**config.mk**
```make
export PLATFORM = sky130hd
export DESIGN_NAME = multi_channel_debouncer
export DESIGN_NICKNAME = d
export VERILOG_FILES = /design/src/rtl/debounce_pkg.sv /design/src/rtl/debounce_channel.sv /design/src/rtl/multi_channel_debouncer.sv
export SDC_FILE = /design/constraint.sdc
export NUM_CORES = 1
export LEC_CHECK = 0
export CAP_MARGIN = 20
export CORE_MARGIN = 10
export CORE_UTILIZATION = 50
export CTS_CLUSTER_SIZE = 10
export DETAILED_ROUTE_END_ITERATION = 16
export GPL_TIMING_DRIVEN = 0
export HOLD_SLACK_MARGIN = 0.06
export PLACE_DENSITY = 0.71
export SLEW_MARGIN = 20
export SYNTH_ARGS = -nofsm -noshare
export SYNTH_HDL_FRONTEND = slang
export SYNTH_HIERARCHICAL = 1
export SYNTH_SLANG_ARGS = --single-unit
```
**constraint.sdc**
```tcl
create_clock -name Clk190 -period 2.3 [get_ports Clk190]
set_input_delay 0.69 -clock Clk190 [delete_from_list [all_inputs] [get_ports Clk190]]
set_output_delay 0.69 -clock Clk190 [all_outputs]
set_load 0.005 [all_outputs]
```
**src/rtl/debounce_pkg.sv**
```systemverilog
// Shared types and elaboration helpers for the multi-channel push-button debouncer.
package debounce_pkg;

    typedef enum logic [2:0] {
        IDLE     = 3'd0,
        PEND_H   = 3'd1,
        HELD_DLY = 3'd2,
        HELD_RPT = 3'd3,
        PEND_L   = 3'd4
    } state_t;

    function automatic int max3(input int a, input int b, input int c);
        int m;
        m = a;
        if (b > m) m = b;
        if (c > m) m = c;
        return m;
    endfunction

    // One shared counter covers both the stability window and the repeat timers.
    function automatic int cnt_width(input int a, input int b, input int c);
        return $clog2(max3(a, b, c) + 1);
    endfunction

    function automatic bit params_legal(input int num_ch, input int sync_stages,
                                        input int stable_cnt, input int repeat_delay,
                                        input int repeat_rate);
        return (num_ch >= 1) && (sync_stages >= 2) && (stable_cnt >= 1) &&
               (repeat_delay >= 2) && (repeat_rate >= 1);
    endfunction

endpackage

```
**src/rtl/debounce_channel.sv**
```systemverilog
// One button channel: synchroniser, stability-qualifying FSM and hold-to-repeat timer.
// The release pulse is named rel because release is a reserved word.
module debounce_channel
    import debounce_pkg::*;
#(
    parameter int SYNC_STAGES  = 2,
    parameter int STABLE_CNT   = 4,
    parameter int REPEAT_DELAY = 95,
    parameter int REPEAT_RATE  = 19
) (
    input  logic Clk190,
    input  logic Reset_n,
    input  logic din,
    input  logic rep_en,
    output logic level,
    output logic press,
    output logic rel
);

    localparam int CW = cnt_width(STABLE_CNT, REPEAT_DELAY, REPEAT_RATE);
    localparam logic [CW-1:0] STABLE_LAST = CW'(STABLE_CNT - 1);
    localparam logic [CW-1:0] DELAY_LAST  = CW'(REPEAT_DELAY - 1);
    localparam logic [CW-1:0] RATE_LAST   = CW'(REPEAT_RATE - 1);
    localparam logic [CW-1:0] CNT_ONE     = CW'(1);

    logic [SYNC_STAGES-1:0] sync;
    logic                   sync_q;
    state_t                 state, state_nxt;
    logic [CW-1:0]          cnt, cnt_nxt, held_last;
    logic                   level_nxt, press_nxt, rel_nxt;

    always_ff @(posedge Clk190 or negedge Reset_n) begin
        if (!Reset_n) begin
            sync <= '0;
        end else begin
            sync <= {sync[SYNC_STAGES-2:0], din};
        end
    end

    assign sync_q = sync[SYNC_STAGES-1];

    always_ff @(posedge Clk190 or negedge Reset_n) begin
        if (!Reset_n) begin
            state <= IDLE;
            cnt   <= '0;
            level <= 1'b0;
            press <= 1'b0;
            rel   <= 1'b0;
        end else begin
            state <= state_nxt;
            cnt   <= cnt_nxt;
            level <= level_nxt;
            press <= press_nxt;
            rel   <= rel_nxt;
        end
    end

    // A single-cycle stability window skips the pending states entirely.
    always_comb begin
        state_nxt = state;
        cnt_nxt   = cnt;
        level_nxt = level;
        press_nxt = 1'b0;
        rel_nxt   = 1'b0;
        held_last = (state == HELD_RPT) ? RATE_LAST : DELAY_LAST;
        case (state)
            IDLE: begin
                if (sync_q) begin
                    if (STABLE_CNT == 1) begin
                        state_nxt = HELD_DLY;
                        cnt_nxt   = '0;
                        level_nxt = 1'b1;
                        press_nxt = 1'b1;
                    end else begin
                        state_nxt = PEND_H;
                        cnt_nxt   = CNT_ONE;
                    end
                end
            end
            PEND_H: begin
                if (!sync_q) begin
                    state_nxt = IDLE;
                    cnt_nxt   = '0;
                end else if (cnt == STABLE_LAST) begin
                    state_nxt = HELD_DLY;
                    cnt_nxt   = '0;
                    level_nxt = 1'b1;
                    press_nxt = 1'b1;
                end else begin
                    cnt_nxt = cnt + CNT_ONE;
                end
            end
            HELD_DLY, HELD_RPT: begin
                if (!sync_q) begin
                    if (STABLE_CNT == 1) begin
                        state_nxt = IDLE;
                        cnt_nxt   = '0;
                        level_nxt = 1'b0;
                        rel_nxt   = 1'b1;
                    end else begin
                        state_nxt = PEND_L;
                        cnt_nxt   = CNT_ONE;
                    end
                end else if (!rep_en) begin
                    state_nxt = HELD_DLY;
                    cnt_nxt   = '0;
                end else if (cnt == held_last) begin
                    state_nxt = HELD_RPT;
                    cnt_nxt   = '0;
                    press_nxt = 1'b1;
                end else begin
                    cnt_nxt = cnt + CNT_ONE;
                end
            end
            PEND_L: begin
                if (sync_q) begin
                    state_nxt = HELD_DLY;
                    cnt_nxt   = '0;
                end else if (cnt == STABLE_LAST) begin
                    state_nxt = IDLE;
                    cnt_nxt   = '0;
                    level_nxt = 1'b0;
                    rel_nxt   = 1'b1;
                end else begin
                    cnt_nxt = cnt + CNT_ONE;
                end
            end
            default: begin
                state_nxt = IDLE;
                cnt_nxt   = '0;
                level_nxt = 1'b0;
            end
        endcase
    end

endmodule

```
**src/rtl/multi_channel_debouncer.sv**
```systemverilog
// N independent debounce channels behind one reset-release flop; rep_en is shared by all channels.
// The release pulses are exported on rel because release is a reserved word.
module multi_channel_debouncer
    import debounce_pkg::*;
#(
    parameter int NUM_CH       = 5,
    parameter int SYNC_STAGES  = 2,
    parameter int STABLE_CNT   = 4,
    parameter int REPEAT_DELAY = 95,
    parameter int REPEAT_RATE  = 19
) (
    input  logic              Clk190,
    input  logic              Reset_n,
    input  logic [NUM_CH-1:0] din,
    input  logic              rep_en,
    output logic [NUM_CH-1:0] level,
    output logic [NUM_CH-1:0] press,
    output logic [NUM_CH-1:0] rel
);

    if (!params_legal(NUM_CH, SYNC_STAGES, STABLE_CNT, REPEAT_DELAY, REPEAT_RATE)) begin : g_param_check
        $error("multi_channel_debouncer: illegal parameter set");
    end

    logic reset_q;

    // Assert asynchronously, let the channels out of reset only on a clock edge.
    always_ff @(posedge Clk190 or negedge Reset_n) begin
        if (!Reset_n) begin
            reset_q <= 1'b0;
        end else begin
            reset_q <= 1'b1;
        end
    end

    for (genvar i = 0; i < NUM_CH; i++) begin : g_ch
        debounce_channel #(
            .SYNC_STAGES (SYNC_STAGES),
            .STABLE_CNT  (STABLE_CNT),
            .REPEAT_DELAY(REPEAT_DELAY),
            .REPEAT_RATE (REPEAT_RATE)
        ) u_ch (
            .Clk190 (Clk190),
            .Reset_n(reset_q),
            .din    (din[i]),
            .rep_en (rep_en),
            .level  (level[i]),
            .press  (press[i]),
            .rel    (rel[i])
        );
    end

endmodule

```
==> results_tabular.tex, run 1 <==
\begin{tabular}{lr}
\hline
Metric & Value \\
\hline
\multicolumn{2}{l}{\textbf{Logic synthesis}} \\
\quad Post-synthesis cell count & between 500 and 600 \\
\quad Top FF cell, synth & sky130\_fd\_sc\_hd\_\_dfrtp\_1 \\
\quad Nets in the synthesized netlist & 520 \\
\quad Post-Synthesis Mean Instance Area & 8.80 sq um \\
\quad Post-synth EDFFs & 0 \\
\quad Post-synthesis instance area & 4420 sq um \\
\quad Area share of the largest cell type after synthesis & 43.0\% \\
\quad Yosys warning count & 6 \\
\quad Synth top area cells & sky130\_fd\_sc\_hd\_\_dfrtp\_1 43\%, sky130\_fd\_sc\_hd\_\_nand2\_1 6.5\%, sky130\_fd\_sc\_hd\_\_nor2\_1 4.8\% \\
\quad Share of the yosys chip area belonging to registers & 43.0\% \\
\quad Most used standard cells in the synthesized netlist & 76 x sky130\_fd\_sc\_hd\_\_dfrtp\_1, 76 x sky130\_fd\_sc\_hd\_\_nand2\_1, 56 x sky130\_fd\_sc\_hd\_\_nor2\_1, 34 x sky130\_fd\_sc\_hd\_\_nand3\_1, 23 x sky130\_fd\_sc\_hd\_\_o21ai\_0 \\
\quad Ys async rst share & 100\% \\
\quad Area leader, netlist & sky130\_fd\_sc\_hd\_\_dfrtp\_1 \\
\quad Number of different library cells in the post-synthesis netlist & 42 \\
\quad Synthesis-stage register bit count & 76 \\
\multicolumn{2}{l}{\textbf{Worst setup path}} \\
\quad Cell type group with the largest total delay on the critical path & buffers and inverters \\
\quad Worst path cell trace & clkdlybuf4s50\_1 \\
\quad Maximum single-stage delay on the critical path & 0.53 ns \\
\quad Worst r2r dst & g\_ch[1].u\_ch/cnt[4] \\
\quad Slowest cell on the critical path & sky130\_fd\_sc\_hd\_\_clkdlybuf4s50\_1 \\
\quad Type of the setup path with the least slack & reg -> out \\
\quad Data required time of the critical path & 1.61 ns \\
\quad Flop-to-flop setup slack & 0.39 ns \\
\quad Endpoint arrival time on the critical path & approximately 1.3 ns \\
\quad Maximum fanout encountered on the critical timing path & 3 \\
\quad Total buffers and inverters traversed by the critical path & 1 \\
\quad Reg-to-reg startpoint & g\_ch[1].u\_ch/state[1] \\
\quad Worst setup SP type & flip-flop \\
\quad R2R depth & 4 \\
\quad Critical path endpoint category & output pin \\
\multicolumn{2}{l}{\textbf{Final layout}} \\
\quad Final cell utilization of the core & 58.1\% \\
\quad Antenna cell count & 0 \\
\quad Post-layout net count & 554 \\
\quad Fillers & $\sim$770 \\
\quad Area overhead of the layout relative to synthesis & 14.2\% \\
\quad Layout cells sized above 1 & 10.9\% \\
\multicolumn{2}{l}{\textbf{Drt}} \\
\quad Number of remaining DRC errors & 0 \\
\quad Router iterations before antenna repair & 4 \\
\quad Detailed-route wire length per cell & 14.3 um \\
\quad Total wire length & slightly above 9 mm \\
\quad Iter 0 DRT Violations & 132 \\
\quad Via count & 3715 \\
\quad Number of vias per cell after detailed routing & 5.72 \\
\quad Detail Route Antenna Nets & 0 \\
\multicolumn{2}{l}{\textbf{Clock network}} \\
\quad Clock root buffer & sky130\_fd\_sc\_hd\_\_clkbuf\_8 \\
\quad Post-CTS Setup Bufs & 0 \\
\quad Hold buffers post-CTS & 0 \\
\quad Clock buffer count from CTS & 9 \\
\quad Clock tree buffer depth & 2 \\
\quad CTS tree & done \\
\quad Clock latency of the later-clocked register in the worst-skew pair & 0.34 ns \\
\quad Number of sinks driven by the clock tree & between 70 and 80 \\
\quad Worst-path clk slew & 0.08 ns \\
\quad Number of H-tree levels & 3 \\
\multicolumn{2}{l}{\textbf{Min path}} \\
\quad Worst hold path class & reg -> async \\
\multicolumn{2}{l}{\textbf{Pwr}} \\
\quad Power density over the cells & 911 nW/um\^{}2 \\
\quad Worst IR Drop VDD & around 0.52 mV \\
\quad P\_leak & 2.31 nW \\
\multicolumn{2}{l}{\textbf{Floorplan}} \\
\quad Height of the chip & 114 um \\
\quad Number of top-level pins & 23 \\
\quad Area of the core region & 8680 sq um \\
\quad Initial cell density of the core & 50.9\% \\
\quad Full die area & around 13000 sq um \\
\quad Row count & 34 \\
\quad Width of the chip & 114 um \\
\multicolumn{2}{l}{\textbf{Status}} \\
\quad Status & complete, no violations \\
\multicolumn{2}{l}{\textbf{GRT}} \\
\quad Remaining global-route overflow & 0 \\
\quad Pin count of the biggest net entering global routing & 46 \\
\quad Initial antenna violation count & 0 \\
\quad Overall Global Routing Usage & 14.4\% \\
\quad Vias in the first global route & 3522 \\
\quad Global-route wire length before repair & around 16 mm \\
\multicolumn{2}{l}{\textbf{Timing}} \\
\quad Shortest period the worst path allows & 1.96 ns \\
\quad Actual slew at the worst max-slew pin & 1.06 ns \\
\quad Final worst clock skew & 0.0129 ns \\
\quad Setup violations, final & 0 \\
\quad Unrepaired setup endpoints after global routing & no \\
\quad Number of failing hold endpoints at the final stage & 0 \\
\quad Max-slew violation count & 0 \\
\quad Part of the cycle the worst path needs & 85.3\% \\
\quad Normalized max-slew margin & 28.9\% \\
\quad Max frequency & 0.510 GHz \\
\quad Setup Total Neg Slack & 0 ns \\
\multicolumn{2}{l}{\textbf{Placed design}} \\
\quad Detailed-placement wirelength estimate & 6.64 mm \\
\quad Weighted congestion at the end of routability-driven global placement & 0.842 \\
\quad Count of buffers from port buffering & 22 \\
\multicolumn{2}{l}{\textbf{Run}} \\
\quad MaxCap Viol Count & 0 \\
\hline
\end{tabular}
[worst max path at each step]
| stage | from | end | slack [ns] | cells past startpoint |
|---|---|---|---|---|
| global placement | rep_en | g_ch[0].u_ch/cnt[1] | -0.32 | 5 |
| detailed placement | rep_en | g_ch[0].u_ch/cnt[4] | -0.28 | 5 |
| global route | g_ch[1].u_ch/state[1] | g_ch[1].u_ch/cnt[3] | 0.27 | 4 |
| CTS | rep_en | g_ch[0].u_ch/cnt[1] | 0.08 | 5 |
| floorplan | g_ch[1].u_ch/state[2] | g_ch[1].u_ch/state[0] | 0.79 | 6 |
| finish | g_ch[4].u_ch/level | level[4] | 0.34 | 1 |
[repair_timing]
action	in CTS	in global routing
resized for setup	0	1
endpoints found under the hold margin	0	0
endpoints found under the setup margin	0	4
[per-layer routing]
layer	share of wire (%)	GRT usage [%]	vias to the layer above
met3	3.4	3.46	4
met4	0.65	4.26	0
met2	50	24.1	57
met1	46	17.9	1807
li1	-	-	1847
met5	0	0	-
[registers in the layout, indices dropped and copies added, names as in the netlist]
name and cells:
g_ch.u_ch/press 5, g_ch.u_ch/state 15, reset_q 1, g_ch.u_ch/cnt 35
g_ch.u_ch/rel 5, g_ch.u_ch/sync 10, g_ch.u_ch/level 5
[cells by family (layout without fill, tap and decap cells)]
group	count (synthesis)	count (layout)	synth area share, %
and+or+nand+nor	269	269	32.2
AOI/OAI and AO/OA	106	106	16.6
DFF	76	76	43.0
buffers and inverters	35	74	4.11
adders and majority gates	10	10	2.83
muxes	5	5	1.13
other	1	1	0.0849
[report_power, final]
part           internal, mW  switching, mW
clock network         0.701          0.474
logic                 0.666          0.872
registers              1.55          0.333
[layout by cell type (no fill, tap or decap), drive strengths merged, types with 6 or more instances in the layout]
cell           count
and2               9
nand2             76
buf               12
nor2b             10
clkdlybuf4s50     21
or2                6
o22ai             19
dfrtp             76
or3               10
nand3             34
and3              14
inv               20
nor2              60
nor3              10
o211ai            21
clkbuf            17
ha                10
a21oi             10
o21ai             31
nand2b             9
nand3b            10
[through the flow]
step                area [sq um]  worst slack [ns]  total power, mW  instances  hold WS (ns)
floorplan                   4420             0.786             3.00        502         0.331
global placement            4780            -0.320             3.36        632         0.331
detailed placement          4810            -0.280             3.44        633         0.293
CTS                         5040            0.0803             4.65        649         0.301
global route                5040             0.267             4.91        649         0.324
finish                      5040             0.339             4.60        649         0.277
[layout make-up]
class	count	area (sq um)	area share, %
clock buffers	13	169	3.35
well taps	108	135	2.68
plain buffers	15	106	2.11
clock inverters	3	67.6	1.34
multi-input cells	391	2340	46.3
repair buffers	23	250	4.96
flip-flops and latches	76	1910	37.8
inverters	20	75.1	1.49
[worst reg2reg max path, cell delays in order (launching register included)]
cell and delay, ns:
sky130_fd_sc_hd__dfrtp_1 0.42, sky130_fd_sc_hd__clkbuf_1 0.23, sky130_fd_sc_hd__nor4_1 0.90, sky130_fd_sc_hd__nand2_1 0.14, sky130_fd_sc_hd__o211ai_1 0.13
Note: power is estimated with default switching activity, not from simulation.
==> inputs of run 2 (changes only) <==
Settings changed: CTS_BUF_LIST set to sky130_fd_sc_hd__clkbuf_2 sky130_fd_sc_hd__clkbuf_4 sky130_fd_sc_hd__clkbuf_8.
==> run 2 against run 1 <==
Design area hardly changed. Sequential power hardly changed. Power increased by 0.31%. Die area is the same. Sequential share of layout area about the same. Wire length increased by 0.41%. Clock skew is essentially flat. Setup slack worse by 0.0022 ns. Critical path depth did not move. Via count grew 0.19%. Largest cell class unchanged.
==> results_tabular.tex, run 2 (same netlist as run 1, synthesis figures left out) <==
\begin{tabular}{lr}
\hline
Metric & Value \\
\hline
\multicolumn{2}{l}{\textbf{Drt}} \\
\quad Detailed-route wire length per cell & 14.4 um (+0.41\%) \\
\quad Number of remaining DRC errors & 0 (unchanged) \\
\quad Router iterations before antenna repair & 4 (unchanged) \\
\quad Total wire length & 9.32 mm (+0.41\%) \\
\quad Detail Route Antenna Nets & 0 (unchanged) \\
\quad Via count & 3722 (+0.19\%) \\
\quad Iter 0 DRT Violations & 136 (+3.0\%) \\
\quad Met1 Routed Length & 4.31 mm (+0.40\%) \\
\quad Uppermost routed layer & met4 \\
\quad Number of vias per cell after detailed routing & 5.73 (+0.19\%) \\
\quad Sum of met3 wire segment lengths after detailed routing & 344 um (+8.5\%) \\
\quad Met2 wire length & 4.61 mm (about the same) \\
\multicolumn{2}{l}{\textbf{Timing}} \\
\quad Actual slew at the worst max-slew pin & 1.06 ns (-0.000522 ns) \\
\quad Max-slew violation count & 0 (unchanged) \\
\quad Part of the cycle the worst path needs & 85.4\% (+0.097 points) \\
\quad Unrepaired setup endpoints after global routing & no \\
\quad Number of failing hold endpoints at the final stage & 0 (unchanged) \\
\quad Max frequency & 0.509 GHz (-0.11\%) \\
\quad Setup violations, final & 0 (unchanged) \\
\quad Setup Total Neg Slack & 0 ns (unchanged) \\
\quad Normalized max-slew margin & 28.9\% (+0.035 points) \\
\quad Final worst clock skew & 0.0128 ns (-0.0000498 ns) \\
\quad Shortest period the worst path allows & 1.96 ns (+0.00222 ns) \\
\multicolumn{2}{l}{\textbf{Worst setup path}} \\
\quad Flop-to-flop setup slack & 0.39 ns (about the same) \\
\quad Type of the setup path with the least slack & reg -> out \\
\quad Total buffers and inverters traversed by the critical path & 1 (unchanged) \\
\quad Critical path endpoint category & output pin \\
\quad Maximum single-stage delay on the critical path & 0.53 ns (about the same) \\
\quad Worst r2r dst & g\_ch[1].u\_ch/cnt[4] \\
\quad Slowest cell on the critical path & sky130\_fd\_sc\_hd\_\_clkdlybuf4s50\_1 \\
\quad Launching element of the worst setup path & g\_ch[4].u\_ch/level \\
\quad Maximum fanout encountered on the critical timing path & 3 (unchanged) \\
\quad Worst setup SP type & flip-flop \\
\quad Data required time of the critical path & 1.61 ns (about the same) \\
\quad Endpoint arrival time on the critical path & 1.27 ns (about the same) \\
\quad Reg-to-reg startpoint & g\_ch[1].u\_ch/state[1] \\
\quad Worst path cell trace & clkdlybuf4s50\_1 \\
\quad Cell type group with the largest total delay on the critical path & buffers and inverters \\
\quad R2R depth & 4 (unchanged) \\
\multicolumn{2}{l}{\textbf{Clock network}} \\
\quad Clock latency of the later-clocked register in the worst-skew pair & 0.34 ns (about the same) \\
\quad Hold buffers post-CTS & 0 (unchanged) \\
\quad Clock root buffer & sky130\_fd\_sc\_hd\_\_clkbuf\_8 \\
\quad Clock tree buffer depth & 2 (unchanged) \\
\quad Worst-path clk slew & 0.08 ns (about the same) \\
\quad CTS tree & done \\
\quad Number of sinks driven by the clock tree & 76 (unchanged) \\
\quad Clock buffer count from CTS & 9 (unchanged) \\
\quad Number of H-tree levels & 3 (unchanged) \\
\multicolumn{2}{l}{\textbf{Final layout}} \\
\quad Final standard cell count with taps included and fillers excluded & 649 (unchanged) \\
\quad Largest registers in the final layout & g\_ch.u\_ch/cnt x35, g\_ch.u\_ch/state x15, g\_ch.u\_ch/sync x10 \\
\quad Number of flip-flops in the largest register & 35 (unchanged) \\
\quad Post-layout net count & 554 (unchanged) \\
\quad Antenna cell count & 0 (unchanged) \\
\quad Most frequent standard cell in the layout excluding fill and tap cells & sky130\_fd\_sc\_hd\_\_nand2\_1 \\
\quad Layout cells sized above 1 & 11.1\% (+0.18 points) \\
\quad Top reg by flops & g\_ch.u\_ch/cnt \\
\quad Area overhead of the layout relative to synthesis & 14.2\% (about the same) \\
\quad Commonest cells after routing, fill and taps aside & 76 x sky130\_fd\_sc\_hd\_\_nand2\_1, 75 x sky130\_fd\_sc\_hd\_\_dfrtp\_1, 56 x sky130\_fd\_sc\_hd\_\_nor2\_1, 34 x sky130\_fd\_sc\_hd\_\_nand3\_1, 23 x sky130\_fd\_sc\_hd\_\_o21ai\_0 \\
\multicolumn{2}{l}{\textbf{Floorplan}} \\
\quad Number of top-level pins & 23 (unchanged) \\
\quad Row count & 34 (unchanged) \\
\quad Width of the chip & 114 um (unchanged) \\
\quad Area of the core region & 8680 sq um (unchanged) \\
\quad Full die area & 13000 sq um (unchanged) \\
\quad Initial cell density of the core & 50.9\% (unchanged) \\
\quad Height of the chip & 114 um (unchanged) \\
\multicolumn{2}{l}{\textbf{Placed design}} \\
\quad Count of buffers from port buffering & 22 (unchanged) \\
\quad Detailed-placement wirelength estimate & 6.64 mm (unchanged) \\
\quad Total instance count after detailed placement & 633 (unchanged) \\
\quad Weighted congestion at the end of routability-driven global placement & 0.842 (unchanged) \\
\multicolumn{2}{l}{\textbf{Pwr}} \\
\quad P\_leak & 2.31 nW (+0.15\%) \\
\quad Power density over the cells & 913 nW/um\^{}2 (+0.23\%) \\
\quad Worst IR Drop VDD & 0.517 mV (about the same) \\
\multicolumn{2}{l}{\textbf{Status}} \\
\quad Status & complete, no violations \\
\multicolumn{2}{l}{\textbf{GRT}} \\
\quad Remaining global-route overflow & 0 (unchanged) \\
\quad Global-route wire length before repair & 16.0 mm (about the same) \\
\quad Overall Global Routing Usage & 14.4\% (about the same) \\
\quad Pin count of the biggest net entering global routing & 46 (unchanged) \\
\quad Initial antenna violation count & 0 (unchanged) \\
\quad Vias in the first global route & 3522 (unchanged) \\
\multicolumn{2}{l}{\textbf{Min path}} \\
\quad Worst hold path class & reg -> async \\
\multicolumn{2}{l}{\textbf{Run}} \\
\quad MaxCap Viol Count & 0 (unchanged) \\
\hline
\end{tabular}
[run 2: cell types whose count changed in the layout (fill, tap and decap cells not counted)]
cell | previous run | this run
sky130_fd_sc_hd__clkbuf_4 | 0 | 1
sky130_fd_sc_hd__clkbuf_1 | 5 | 4
[run 2: cell type report]
type | instances | area [sq um]
Multi-Input combinational cell | 391 | 2340
Timing Repair Buffer | 23 | 250
Clock buffer | 13 | 173
Inverter | 20 | 75.1
Clock inverter | 3 | 67.6
Buffer | 15 | 106
Tap cell | 108 | 135
Sequential cell | 76 | 1910
Fill cell | 774 | 3630
[run 2: worst max path at each step]
stage                     cells after the start  slack, ns                    end
after global placement                        5      -0.32    g_ch[0].u_ch/cnt[1]
final                                         1       0.34               level[4]
after floorplan                               6       0.79  g_ch[1].u_ch/state[0]
after global routing                          4       0.27    g_ch[1].u_ch/cnt[3]
after detailed placement                      5      -0.28    g_ch[0].u_ch/cnt[4]
after CTS                                     5       0.08    g_ch[0].u_ch/cnt[1]
[run 2: power breakdown]
part / switching [mW] / leakage (nW) / internal [mW]
Clock: 0.475 / 0.119 / 0.713
Combinational: 0.873 / 1.21 / 0.666
Sequential: 0.334 / 0.985 / 1.55
[run 2: metal layers]
| layer | global-route usage, % | vias to the layer above |
|---|---|---|
| li1 | - | 1846 |
| met1 | 18.0 | 1794 |
| met2 | 24.1 | 76 |
| met3 | 3.46 | 6 |
| met4 | 4.26 | 0 |
| met5 | 0 | - |
[run 2: through the flow]
stage          setup WS [ns]  power, mW  utilization, %  hold WS (ns)  area [sq um]
2_1_floorplan          0.786       3.00               -         0.331          4420
3_3_place_gp          -0.320       3.36            55.0         0.331          4780
3_5_place_dp          -0.280       3.44            55.4         0.293          4810
4_1_cts               0.0803       4.66            58.1         0.301          5050
5_1_grt                0.267       4.93            58.2         0.324          5050
6_report               0.337       4.61            58.2         0.277          5050
[run 2: timing repair]
item                                    4_1_cts  5_1_grt
resized for setup                             0        1
setup buffers                                 0        0
endpoints found under the setup margin        0        4
